--- config.mk ---
export PLATFORM = sky130hd
export DESIGN_NAME = pipeline_hazard_unit_flat
export DESIGN_NICKNAME = d
export VERILOG_FILES = /design/src/rtl/pipeline_hazard_unit_if.sv /design/src/rtl/pipeline_hazard_unit.sv /design/src/flat_wrapper.sv
export SDC_FILE = /design/constraint.sdc
export NUM_CORES = 1
export LEC_CHECK = 0
export ABC_AREA = 1
export BUFFER_PORTS_ARGS = -buffer_cell sky130_fd_sc_hd__buf_2
export CORE_MARGIN = 1.5
export CORE_UTILIZATION = 40
export CTS_CLUSTER_DIAMETER = 200
export CTS_CLUSTER_SIZE = 12
export DETAILED_ROUTE_END_ITERATION = 8
export GPL_TIMING_DRIVEN = 0
export SKIP_CTS_REPAIR_TIMING = 1
export SLEW_MARGIN = 20
export SYNTH_ARGS = -nofsm -noshare
export SYNTH_HDL_FRONTEND = slang
export SYNTH_SLANG_ARGS = --single-unit
--- constraint.sdc ---
create_clock -name CLK -period 1.4 [get_ports CLK]
set_input_delay 0.21 -clock CLK [delete_from_list [all_inputs] [get_ports CLK]]
set_output_delay 0.21 -clock CLK [all_outputs]
set_load 0.03 [all_outputs]
--- src/rtl/pipeline_hazard_unit_if.sv ---
`default_nettype none
// ============================================================================
// Module      : pipeline_hazard_unit_if
// Description : Decode/execute hazard inputs and stall/flush outputs of the
//               OTTER hazard unit. Perf ports exist only with HAZ_PERF_CNT_EN.
// Revision    : 1.0 - initial release
// ============================================================================
interface pipeline_hazard_unit_if;
    logic [4:0]  rs1_addr_D;
    logic [4:0]  rs2_addr_D;
    logic        rs1_used_D;
    logic        rs2_used_D;
    logic [4:0]  rd_addr_E;
    logic        memRead2_E;
    logic        regWrite_E;
    logic        jump_E;
    logic        branch_taken_E;
    logic        mem_busy;
    logic        stall_F;
    logic        stall_D;
    logic        stall_E;
    logic        stall_M;
    logic        flush_D;
    logic        flush_E;
    logic [1:0]  hz_state;
    logic        mem_timeout_err;
`ifdef HAZ_PERF_CNT_EN
    logic [31:0] stall_cycles;
    logic [15:0] flush_count;
`endif

    modport master (
`ifdef HAZ_PERF_CNT_EN
        input  stall_cycles, flush_count,
`endif
        output rs1_addr_D, rs2_addr_D, rs1_used_D, rs2_used_D, rd_addr_E,
               memRead2_E, regWrite_E, jump_E, branch_taken_E, mem_busy,
        input  stall_F, stall_D, stall_E, stall_M, flush_D, flush_E,
               hz_state, mem_timeout_err
    );

    modport slave (
`ifdef HAZ_PERF_CNT_EN
        output stall_cycles, flush_count,
`endif
        input  rs1_addr_D, rs2_addr_D, rs1_used_D, rs2_used_D, rd_addr_E,
               memRead2_E, regWrite_E, jump_E, branch_taken_E, mem_busy,
        output stall_F, stall_D, stall_E, stall_M, flush_D, flush_E,
               hz_state, mem_timeout_err
    );
endinterface
`default_nettype wire

--- src/rtl/pipeline_hazard_unit.sv ---
`default_nettype none
// ============================================================================
// Module      : pipeline_hazard_unit
// Description : Load-use / redirect / memory-wait stall and flush controller
//               for the five-stage OTTER pipeline. Optional macro
//               HAZ_PERF_CNT_EN adds stall and flush performance counters.
// Revision    : 1.0 - initial release
// ============================================================================
module pipeline_hazard_unit #(
    parameter int LOAD_USE_BUBBLES = 1,
    parameter int MEM_TIMEOUT      = 256
) (
    input  logic                    CLK,
    input  logic                    RST_N,
    pipeline_hazard_unit_if.slave   hz
);
    typedef enum logic [1:0] {
        RUN        = 2'd0,
        LOAD_STALL = 2'd1,
        MEM_WAIT   = 2'd2
    } state_t;

    localparam logic [1:0]  BUB_LOAD = 2'(LOAD_USE_BUBBLES - 1);
    localparam logic [15:0] TO_LAST  = 16'(MEM_TIMEOUT - 1);

    state_t      state, state_nx, ret, ret_nx, eval_state;
    logic [1:0]  bub_cnt, bub_nx;
    logic [15:0] to_cnt, to_nx;
    logic        err, err_nx;
    logic        lu, rdir;
    logic        st_f, st_d, st_e, st_m, fl_d, fl_e;

    assign lu = hz.memRead2_E & hz.regWrite_E & (hz.rd_addr_E != 5'd0) &
                ((hz.rs1_used_D & (hz.rs1_addr_D == hz.rd_addr_E)) |
                 (hz.rs2_used_D & (hz.rs2_addr_D == hz.rd_addr_E)));
    assign rdir = hz.jump_E | hz.branch_taken_E;

    always_comb begin
        state_nx   = state;
        ret_nx     = ret;
        bub_nx     = bub_cnt;
        to_nx      = to_cnt;
        err_nx     = err;
        eval_state = state;
        st_f = 1'b0; st_d = 1'b0; st_e = 1'b0; st_m = 1'b0;
        fl_d = 1'b0; fl_e = 1'b0;

        if (state == MEM_WAIT) begin
            if (hz.mem_busy) begin
                {st_f, st_d, st_e, st_m} = 4'b1111;
                if (to_cnt != TO_LAST)
                    to_nx = to_cnt + 16'd1;
                if (to_nx == TO_LAST)
                    err_nx = 1'b1;
            end else begin
                // Memory released: act as the interrupted state in this same cycle
                eval_state = ret;
                state_nx   = ret;
                to_nx      = 16'd0;
            end
        end else if (hz.mem_busy) begin
            {st_f, st_d, st_e, st_m} = 4'b1111;
            state_nx = MEM_WAIT;
            ret_nx   = state;
            to_nx    = 16'd0;
        end

        if (!hz.mem_busy) begin
            case (eval_state)
                LOAD_STALL: begin
                    if (rdir) begin
                        fl_d     = 1'b1;
                        fl_e     = 1'b1;
                        state_nx = RUN;
                        bub_nx   = 2'd0;
                    end else begin
                        st_f = 1'b1; st_d = 1'b1; fl_e = 1'b1;
                        if (bub_cnt == 2'd1) begin
                            state_nx = RUN;
                            bub_nx   = 2'd0;
                        end else begin
                            state_nx = LOAD_STALL;
                            bub_nx   = bub_cnt - 2'd1;
                        end
                    end
                end
                default: begin
                    state_nx = RUN;
                    if (rdir) begin
                        fl_d = 1'b1;
                        fl_e = 1'b1;
                    end else if (lu) begin
                        st_f = 1'b1; st_d = 1'b1; fl_e = 1'b1;
                        bub_nx   = BUB_LOAD;
                        state_nx = (LOAD_USE_BUBBLES > 1) ? LOAD_STALL : RUN;
                    end
                end
            endcase
        end
    end

    always_ff @(posedge CLK or negedge RST_N) begin
        if (!RST_N) begin
            state   <= RUN;
            ret     <= RUN;
            bub_cnt <= 2'd0;
            to_cnt  <= 16'd0;
            err     <= 1'b0;
        end else begin
            state   <= state_nx;
            ret     <= ret_nx;
            bub_cnt <= bub_nx;
            to_cnt  <= to_nx;
            err     <= err_nx;
        end
    end

    // Reset forces NOPs into F-D and D-E regardless of the clock
    assign hz.stall_F         = RST_N & st_f;
    assign hz.stall_D         = RST_N & st_d;
    assign hz.stall_E         = RST_N & st_e;
    assign hz.stall_M         = RST_N & st_m;
    assign hz.flush_D         = ~RST_N | fl_d;
    assign hz.flush_E         = ~RST_N | fl_e;
    assign hz.hz_state        = state;
    assign hz.mem_timeout_err = err;

`ifdef HAZ_PERF_CNT_EN
    logic [31:0] stall_cycles;
    logic [15:0] flush_count;

    always_ff @(posedge CLK or negedge RST_N) begin
        if (!RST_N) begin
            stall_cycles <= 32'd0;
            flush_count  <= 16'd0;
        end else begin
            stall_cycles <= stall_cycles + {31'd0, st_f};
            flush_count  <= flush_count + {15'd0, fl_d};
        end
    end

    assign hz.stall_cycles = stall_cycles;
    assign hz.flush_count  = flush_count;
`endif
endmodule
`default_nettype wire

--- src/flat_wrapper.sv ---
// flat-port wrapper written by rule: the top's interface ports become plain ports
module pipeline_hazard_unit_flat 
#(
    parameter int LOAD_USE_BUBBLES = 1,
    parameter int MEM_TIMEOUT      = 256
)
  (CLK, RST_N, hz_rs1_addr_D, hz_rs2_addr_D, hz_rs1_used_D, hz_rs2_used_D, hz_rd_addr_E, hz_memRead2_E, hz_regWrite_E, hz_jump_E, hz_branch_taken_E, hz_mem_busy, hz_stall_F, hz_stall_D, hz_stall_E, hz_stall_M, hz_flush_D, hz_flush_E, hz_hz_state, hz_mem_timeout_err);
  pipeline_hazard_unit_if hz_i ();
  input  logic CLK;
  input  logic RST_N;
  input wire logic [$bits(hz_i.rs1_addr_D)-1:0] hz_rs1_addr_D;
  input wire logic [$bits(hz_i.rs2_addr_D)-1:0] hz_rs2_addr_D;
  input wire logic [$bits(hz_i.rs1_used_D)-1:0] hz_rs1_used_D;
  input wire logic [$bits(hz_i.rs2_used_D)-1:0] hz_rs2_used_D;
  input wire logic [$bits(hz_i.rd_addr_E)-1:0] hz_rd_addr_E;
  input wire logic [$bits(hz_i.memRead2_E)-1:0] hz_memRead2_E;
  input wire logic [$bits(hz_i.regWrite_E)-1:0] hz_regWrite_E;
  input wire logic [$bits(hz_i.jump_E)-1:0] hz_jump_E;
  input wire logic [$bits(hz_i.branch_taken_E)-1:0] hz_branch_taken_E;
  input wire logic [$bits(hz_i.mem_busy)-1:0] hz_mem_busy;
  output wire logic [$bits(hz_i.stall_F)-1:0] hz_stall_F;
  output wire logic [$bits(hz_i.stall_D)-1:0] hz_stall_D;
  output wire logic [$bits(hz_i.stall_E)-1:0] hz_stall_E;
  output wire logic [$bits(hz_i.stall_M)-1:0] hz_stall_M;
  output wire logic [$bits(hz_i.flush_D)-1:0] hz_flush_D;
  output wire logic [$bits(hz_i.flush_E)-1:0] hz_flush_E;
  output wire logic [$bits(hz_i.hz_state)-1:0] hz_hz_state;
  output wire logic [$bits(hz_i.mem_timeout_err)-1:0] hz_mem_timeout_err;
  assign hz_i.rs1_addr_D = hz_rs1_addr_D;
  assign hz_i.rs2_addr_D = hz_rs2_addr_D;
  assign hz_i.rs1_used_D = hz_rs1_used_D;
  assign hz_i.rs2_used_D = hz_rs2_used_D;
  assign hz_i.rd_addr_E = hz_rd_addr_E;
  assign hz_i.memRead2_E = hz_memRead2_E;
  assign hz_i.regWrite_E = hz_regWrite_E;
  assign hz_i.jump_E = hz_jump_E;
  assign hz_i.branch_taken_E = hz_branch_taken_E;
  assign hz_i.mem_busy = hz_mem_busy;
  assign hz_stall_F = hz_i.stall_F;
  assign hz_stall_D = hz_i.stall_D;
  assign hz_stall_E = hz_i.stall_E;
  assign hz_stall_M = hz_i.stall_M;
  assign hz_flush_D = hz_i.flush_D;
  assign hz_flush_E = hz_i.flush_E;
  assign hz_hz_state = hz_i.hz_state;
  assign hz_mem_timeout_err = hz_i.mem_timeout_err;
  pipeline_hazard_unit #(.LOAD_USE_BUBBLES(LOAD_USE_BUBBLES), .MEM_TIMEOUT(MEM_TIMEOUT)) u_core (.CLK(CLK), .RST_N(RST_N), .hz(hz_i));
endmodule
==> impl_metrics.tcl, run 1 <==
set metrics [dict create \
    start_util_pct 42.08 \
    final-setup-viol-count 7 \
    timing.slew.headroom_pct 77.49 \
    wl_met2_um 2085 \
    clock_latency_ns 0.27 \
    cts.sinks 23 \
    slew_violations 0 \
    yosysMostFrequentCell "nand2_1" \
    die_w_um 68.11 \
    clkTransAtPathRegs_ns 0.08 \
    grt_antenna_before_repair 0 \
    netlist_top_cells_area "dfrtp_1 34%, nand2_1 19%, inv_1 7.7%" \
    yosysSeqAreaShare_pct 33.95 \
    worst_pin_slew_ns 0.3353 \
    grt_remaining_overflow 0 \
    netlist_instances 264 \
    syn_nets 290 \
    cts-buffers-inserted 3 \
    top_layer_used "met4" \
    rows 23 \
    fin_worst_skew_ns 0.008376 \
    nNetsFinal 342 \
    crit_path_frequent_cell "nand2_2" \
    cts-root-buf "clkbuf_8" \
    syn_to_final_growth_pct 34.24 \
    worstHoldStart "hz_mem_busy" \
    die_h_um 68.11 \
    critical_path_arrival_ns 1.86 \
    period_needed_ns 1.657 \
    wl_um 4441 \
    critPathKind "flip-flop to flip-flop" \
    hold_violations 0 \
    drc 0 \
    avgRoutedWirePerCell_um 12.17 \
    hold_end "u_core.hz.hz_state[0]$_DFFE_PN0P_" \
    finalCritPeriodShare_pct 118.3 \
    io_buffer_count 32 \
    synth_top_area_share_pct 33.95 \
    ys_seq_elements 23 \
    rr_endpoint "u_core.hz.mem_timeout_err$_DFFE_PN0P_" \
    synth_enable_flop_cells 0 \
    final_area_mm2 0.002276 \
    vdd_drop_max_mv 0.3835 \
    synth_top_area_cell "dfrtp_1" \
    synth_area_per_cell_um2 6.422 \
    dp_hpwl_um 3134 \
    grt_max_degree 26 \
    min_path_cells 2 \
    crit_fanout 5 \
    required_ns 1.60 \
    drt_iter0_markers 87 \
    core_area_mm2 0.004029 \
    drv_cap 0 \
    routabilityCongestion 0.7961 \
    hold_path.class "primary input to flip-flop" \
    drive_above_1_share_pct 33.97 \
    vias 1817 \
    dieArea_mm2 0.004638 \
    m1WireLength_um 2083 \
    n_antenna_cell 0 \
    firstDrtPassIters 4 \
    grt_usage_pct 19.20 \
    yosys_warnings 0 \
    r2r_start "u_core.to_cnt[0]$_DFFE_PN0P_" \
    rrSetupSlack_ns -0.26 \
    grt_pass1_wl_um 6748 \
    ios 33 \
    wl_met3_um 177 \
    antenna_left 0 \
    reg2reg_depth 11 \
    setup.worst_path.end_class "flip-flop" \
    ys_top_cells_by_count "85 x nand2_1, 35 x inv_1, 32 x nor2_1" \
    ys.flop_type "dfrtp_1" \
    crit_chain "ha_4 > inv_4 > nor2_4 > nand2_2 > clkinv_4 > nand2_4 > nand2_2 > nand2_1 > nor2_1 > nand3_2 > o21ai_2" \
    cp_slowest_stage_delay_ns 0.42 \
    ys_types 25 \
    critPathLaunchType "flip-flop" \
    max_freq_mhz 603.7 \
    status "finished, violations left" \
    power_density_mw_per_mm2 596.2 \
    layout_setup_ws_ns -0.2565 \
    rsz0062_at_grt "true" \
    syn-cell-area_mm2 0.001695 \
    grt_pass1_vias 1573 \
    synthArstFlopShare_pct 100.0 \
    cts_tree "built" \
    htreeDepth 1 \
    p_leak_nw 1.077 \
    clockBufferDepth 2 \
    viasPerCell 4.978 \
    final_util_pct 56.49 \
    postPlaceCellArea_mm2 0.001976 \
    fillers 396 \
    cpMaxStageDelayCell "dfrtp_2" \
    violations "negative setup slack" \
    startpoint "u_core.to_cnt[0]$_DFFE_PN0P_" \
]
-- stage by stage --
step | setup slack (ns) | setup TNS (ns) | power, mW | hold slack (ns) | cells
2_1_floorplan | -0.07589 | -0.09397 | 0.8160 | -0.08559 | 264
3_3_place_gp | -0.3208 | -3.162 | 0.9010 | 0.2405 | 346
3_5_place_dp | -0.3191 | -3.494 | 0.9021 | 0.2376 | 346
4_1_cts | -0.3485 | -3.955 | 1.331 | -0.06128 | 350
5_1_grt | -0.3438 | -1.726 | 1.424 | 0.2155 | 365
6_report | -0.2565 | -1.071 | 1.357 | 0.2070 | 365
-- layout make-up --
type	count	area [um^2]	share of cell area (%)
multi-input cells	198	1086	47.72
inverters	38	152.6	6.707
repair buffers	46	305.3	13.41
flip-flops and latches	23	585.6	25.73
clock inverters	1	5.005	0.2199
plain buffers	6	37.54	1.649
clock buffers	3	41.29	1.814
well taps	50	62.56	2.749
-- worst max path at each step --
stage	cells after the start	to
finish	11	u_core.hz.mem_timeout_err$_DFFE_PN0P_
global route	11	u_core.hz.mem_timeout_err$_DFFE_PN0P_
floorplan	7	hz_stall_F
detailed placement	11	u_core.hz.mem_timeout_err$_DFFE_PN0P_
CTS	11	u_core.hz.mem_timeout_err$_DFFE_PN0P_
global placement	11	u_core.hz.mem_timeout_err$_DFFE_PN0P_
-- metal layers --
metal,up-vias,GRT usage [%]
li1,956,-
met1,805,24.34
met2,46,33.86
met3,10,3.454
met4,0,4.250
met5,-,0
-- report_power, final --
part | switching, mW | internal [mW]
Sequential | 0.0115 | 0.673
Clock | 0.230 | 0.199
Combinational | 0.143 | 0.101
Total | 0.385 | 0.972
-- logic make-up after synthesis --
kind of cell             count (synthesis)  synth area share (%)
XOR/XNOR                                 4                 2.066
buffers and inverters                   44                 10.33
flip-flops                              23                 33.95
AND/OR/NAND/NOR                        161                 41.92
adder cells (fa/ha/maj)                  2                 1.476
AO/OA/AOI/OAI                           30                 10.26
-- state kept, by name (all words and copies together) (netlist names) --
register	flops
u_core.hz.hz_state	2
u_core.bub_cnt	2
u_core.ret	2
u_core.hz.mem_timeout_err	1
u_core.to_cnt	16
-- cell usage in the layout (no fill, tap or decap), drive strengths merged --
master and instances:
nor3 1, nor2 39, buf 49, clkbuf 5
o22ai 11, xor2 4, a22oi 1, clkinv 2
a21o 1, nand4 8, dlygate4sd3 1, dfrtp 23
a31oi 1, nand3 22, nand2 90, inv 37
o21ai 16, ha 2, nor4 2
-- worst max-delay path, delay by kind of cell, from the launching register on --
| kind | cells | cell delay, ns |
|---|---|---|
| AOI/OAI and AO/OA | 1 | 0.14 |
| DFF | 1 | 0.42 |
| buffers and inverters | 2 | 0.14 |
| and+or+nand+nor | 7 | 0.70 |
| adders and majority gates | 1 | 0.19 |
No activity file was read; power rests on OpenSTA's default activity.
==> run 2: changes to the inputs <==
ABC_AREA = default   (was 1)
==> impl_metrics.tcl, run 2 <==
set metrics [dict create \
    postPlaceCellArea_mm2 0.001988 \
    netlist_instances 197 \
    power_mw 1.406 \
    rrSetupSlack_ns -0.49 \
    synth_top_area_share_pct 34.23 \
    violations "negative setup slack" \
    crit_fanout 3 \
    setup_tns_ns -5.067 \
    max_freq_mhz 515.0 \
    final_common_cell "buf_2" \
    viasPerCell 5.583 \
    crit_chain "buf_6 > or4_4 > o211ai_1 > o21ai_2 > a31o_4 > buf_6 > buf_6" \
    syn_to_final_growth_pct 46.50 \
    cts-root-buf "clkbuf_8" \
    grt_max_degree 27 \
    slew_violations 0 \
    status "finished, violations left" \
    rows 23 \
    nNetsFinal 286 \
    n_antenna_cell 0 \
    firstDrtPassIters 4 \
    seq_area_um2 589.3 \
    ys_seq_elements 23 \
    critical_path_arrival_ns 1.73 \
    cts_tree "built" \
    cpMaxStageDelayCell "or4_4" \
    synthArstFlopShare_pct 100.0 \
    synth_enable_flop_cells 0 \
    grt_pass1_wl_um 6989 \
    cp_slowest_stage_delay_ns 0.53 \
    fin_cells 309 \
    critPathLaunchType "primary input" \
    cts-buffers-inserted 3 \
    yosysSeqAreaShare_pct 34.23 \
    avgRoutedWirePerCell_um 14.85 \
    hold_path.class "primary input to flip-flop" \
    start_util_pct 41.74 \
    ys_types 48 \
    cts.sinks 23 \
    final_cell_mix "30 x buf_2, 24 x buf_4, 17 x nand2_1" \
    synth_area_per_cell_um2 8.536 \
    setup.worst_path.end_class "primary output" \
    path_delay_family "compound AO/OA/AOI/OAI gates" \
    largest_reg_flops 16 \
    grt_antenna_before_repair 0 \
    hold_violations 0 \
    wl_um 4589 \
    ys_top_cells_by_count "23 x dfrtp_1, 21 x o21ai_0, 19 x nand2_1" \
    vias 1725 \
    layout_setup_ws_ns -0.5416 \
    drc 0 \
    fillers 366 \
    drive_above_1_share_pct 47.49 \
    worst_pin_slew_ns 0.3838 \
    antenna_left 0 \
    grt_pass1_vias 1468 \
    final-setup-viol-count 19 \
    clockBufferDepth 2 \
    ios 33 \
    syn_nets 223 \
    final_util_pct 61.15 \
    finalCritPeriodShare_pct 138.7 \
    ys.flop_type "dfrtp_1" \
    rsz0062_at_grt "true" \
    pre_cts_slack_ns -0.5485 \
    dp_hpwl_um 3021 \
    synth_top_area_cell "dfrtp_1" \
    core_area_mm2 0.004029 \
    period_needed_ns 1.942 \
    timing.slew.headroom_pct 74.22 \
    multi_input_area_mm2 0.001212 \
    yosysMostFrequentCell "dfrtp_1" \
    drv_cap 0 \
    yosys_warnings 0 \
    netlist_top_cells_area "dfrtp_1 34%, o21ai_0 6.3%, xor2_1 5.2%" \
    die_w_um 67.84 \
    io_buffer_count 32 \
    dp.cells 279 \
    grt_remaining_overflow 0 \
    fin_worst_skew_ns 0.008150 \
    top_register "u_core.to_cnt" \
    clock_latency_ns 0.27 \
    final_area_mm2 0.002464 \
    drt_iter0_markers 104 \
    clkTransAtPathRegs_ns 0.08 \
    vdd_drop_max_mv 0.7101 \
    dieArea_mm2 0.004602 \
    htreeDepth 1 \
    crit_buf_inv 3 \
    routabilityCongestion 0.8421 \
    syn-cell-area_mm2 0.001682 \
    p_leak_nw 1.049 \
    crit_path_frequent_cell "buf_6" \
    power_density_mw_per_mm2 570.8 \
    hold-worst-slack_ns 0.2592 \
    grt_usage_pct 20.00 \
    die_h_um 67.84 \
    required_ns 1.19 \
    critPathKind "primary input to primary output" \
]
## run 2: cell types whose count changed after synthesis, moves of 4 or more
cell      change
nand2_1      -66
inv_1        -29
clkbuf_1      +4
xor2_1        +6
o21ai_0       +7
nor2_1       -19
o22ai_1       -9
a21oi_1      +12
a31oi_1       +4
nor4_1        +4
nor2_4        -4
nand3_1      -13
xnor2_1       +6
## run 2: path summary, 6_finish.rpt
path / cells past startpoint / start / endpoint
worst max-delay path: 7 / hz_rd_addr_E[4] / hz_stall_F
worst min-delay path: 3 / hz_branch_taken_E / u_core.hz.hz_state[0]$_DFFE_PN0P_
worst max register to register: 5 / u_core.to_cnt[12]$_DFFE_PN0P_ / u_core.hz.mem_timeout_err$_DFFE_PN0P_
worst min register to register: 1 / u_core.hz.mem_timeout_err$_DFFE_PN0P_ / u_core.hz.mem_timeout_err$_DFFE_PN0P_
max in group asynchronous: 3 / RST_N / u_core.hz.hz_state[0]$_DFFE_PN0P_
min in group asynchronous: 3 / RST_N / u_core.to_cnt[13]$_DFFE_PN0P_
## run 2: worst reg2reg max path, stage by stage, from the launching register on
cell and delay [ns]:
dfrtp_2 0.47, nor4_4 0.44, nand3_1 0.12, a32o_2 0.30, a2111oi_4 0.32, a41o_1 0.20
## run 2: layer usage
| layer | share of wire (%) | wire length, um | up-vias | track usage (%) |
|---|---|---|---|---|
| li1 | - | - | 866 | - |
| met4 | 1.9 | 86 | 0 | 6.250 |
| met3 | 4.4 | 201 | 10 | 4.276 |
| met2 | 46 | 2114 | 34 | 31.37 |
| met5 | 0 | 0 | - | 0 |
| met1 | 48 | 2186 | 815 | 27.56 |
## run 2: final cells by class
| class | count | area share, % |
|---|---|---|
| tap | 50 | 2.539 |
| buffer | 13 | 4.571 |
| inverter | 6 | 0.9142 |
| clock inverter | 1 | 0.2031 |
| timing repair buffer | 59 | 16.96 |
| sequential | 23 | 23.92 |
| multi-input combinational | 154 | 49.21 |
| clock buffer | 3 | 1.676 |
## run 2: kinds of logic (layout without fill, tap and decap cells)
group | Yosys count | after routing | synth area share [%]
and+or+nand+nor | 74 | 74 | 25.52
AOI/OAI and AO/OA | 62 | 62 | 24.55
DFF | 23 | 23 | 34.23
buffers and inverters | 20 | 82 | 5.878
xor gates and xnor gates | 16 | 16 | 8.333
adders and majority gates | 2 | 2 | 1.488
## run 2: where the power goes
part           switching [mW]  leakage [nW]  total, mW  internal (mW)
sequential             0.0140         0.290      0.685          0.671
clock                   0.235        0.0255      0.434          0.199
combinational           0.151         0.734      0.287          0.136
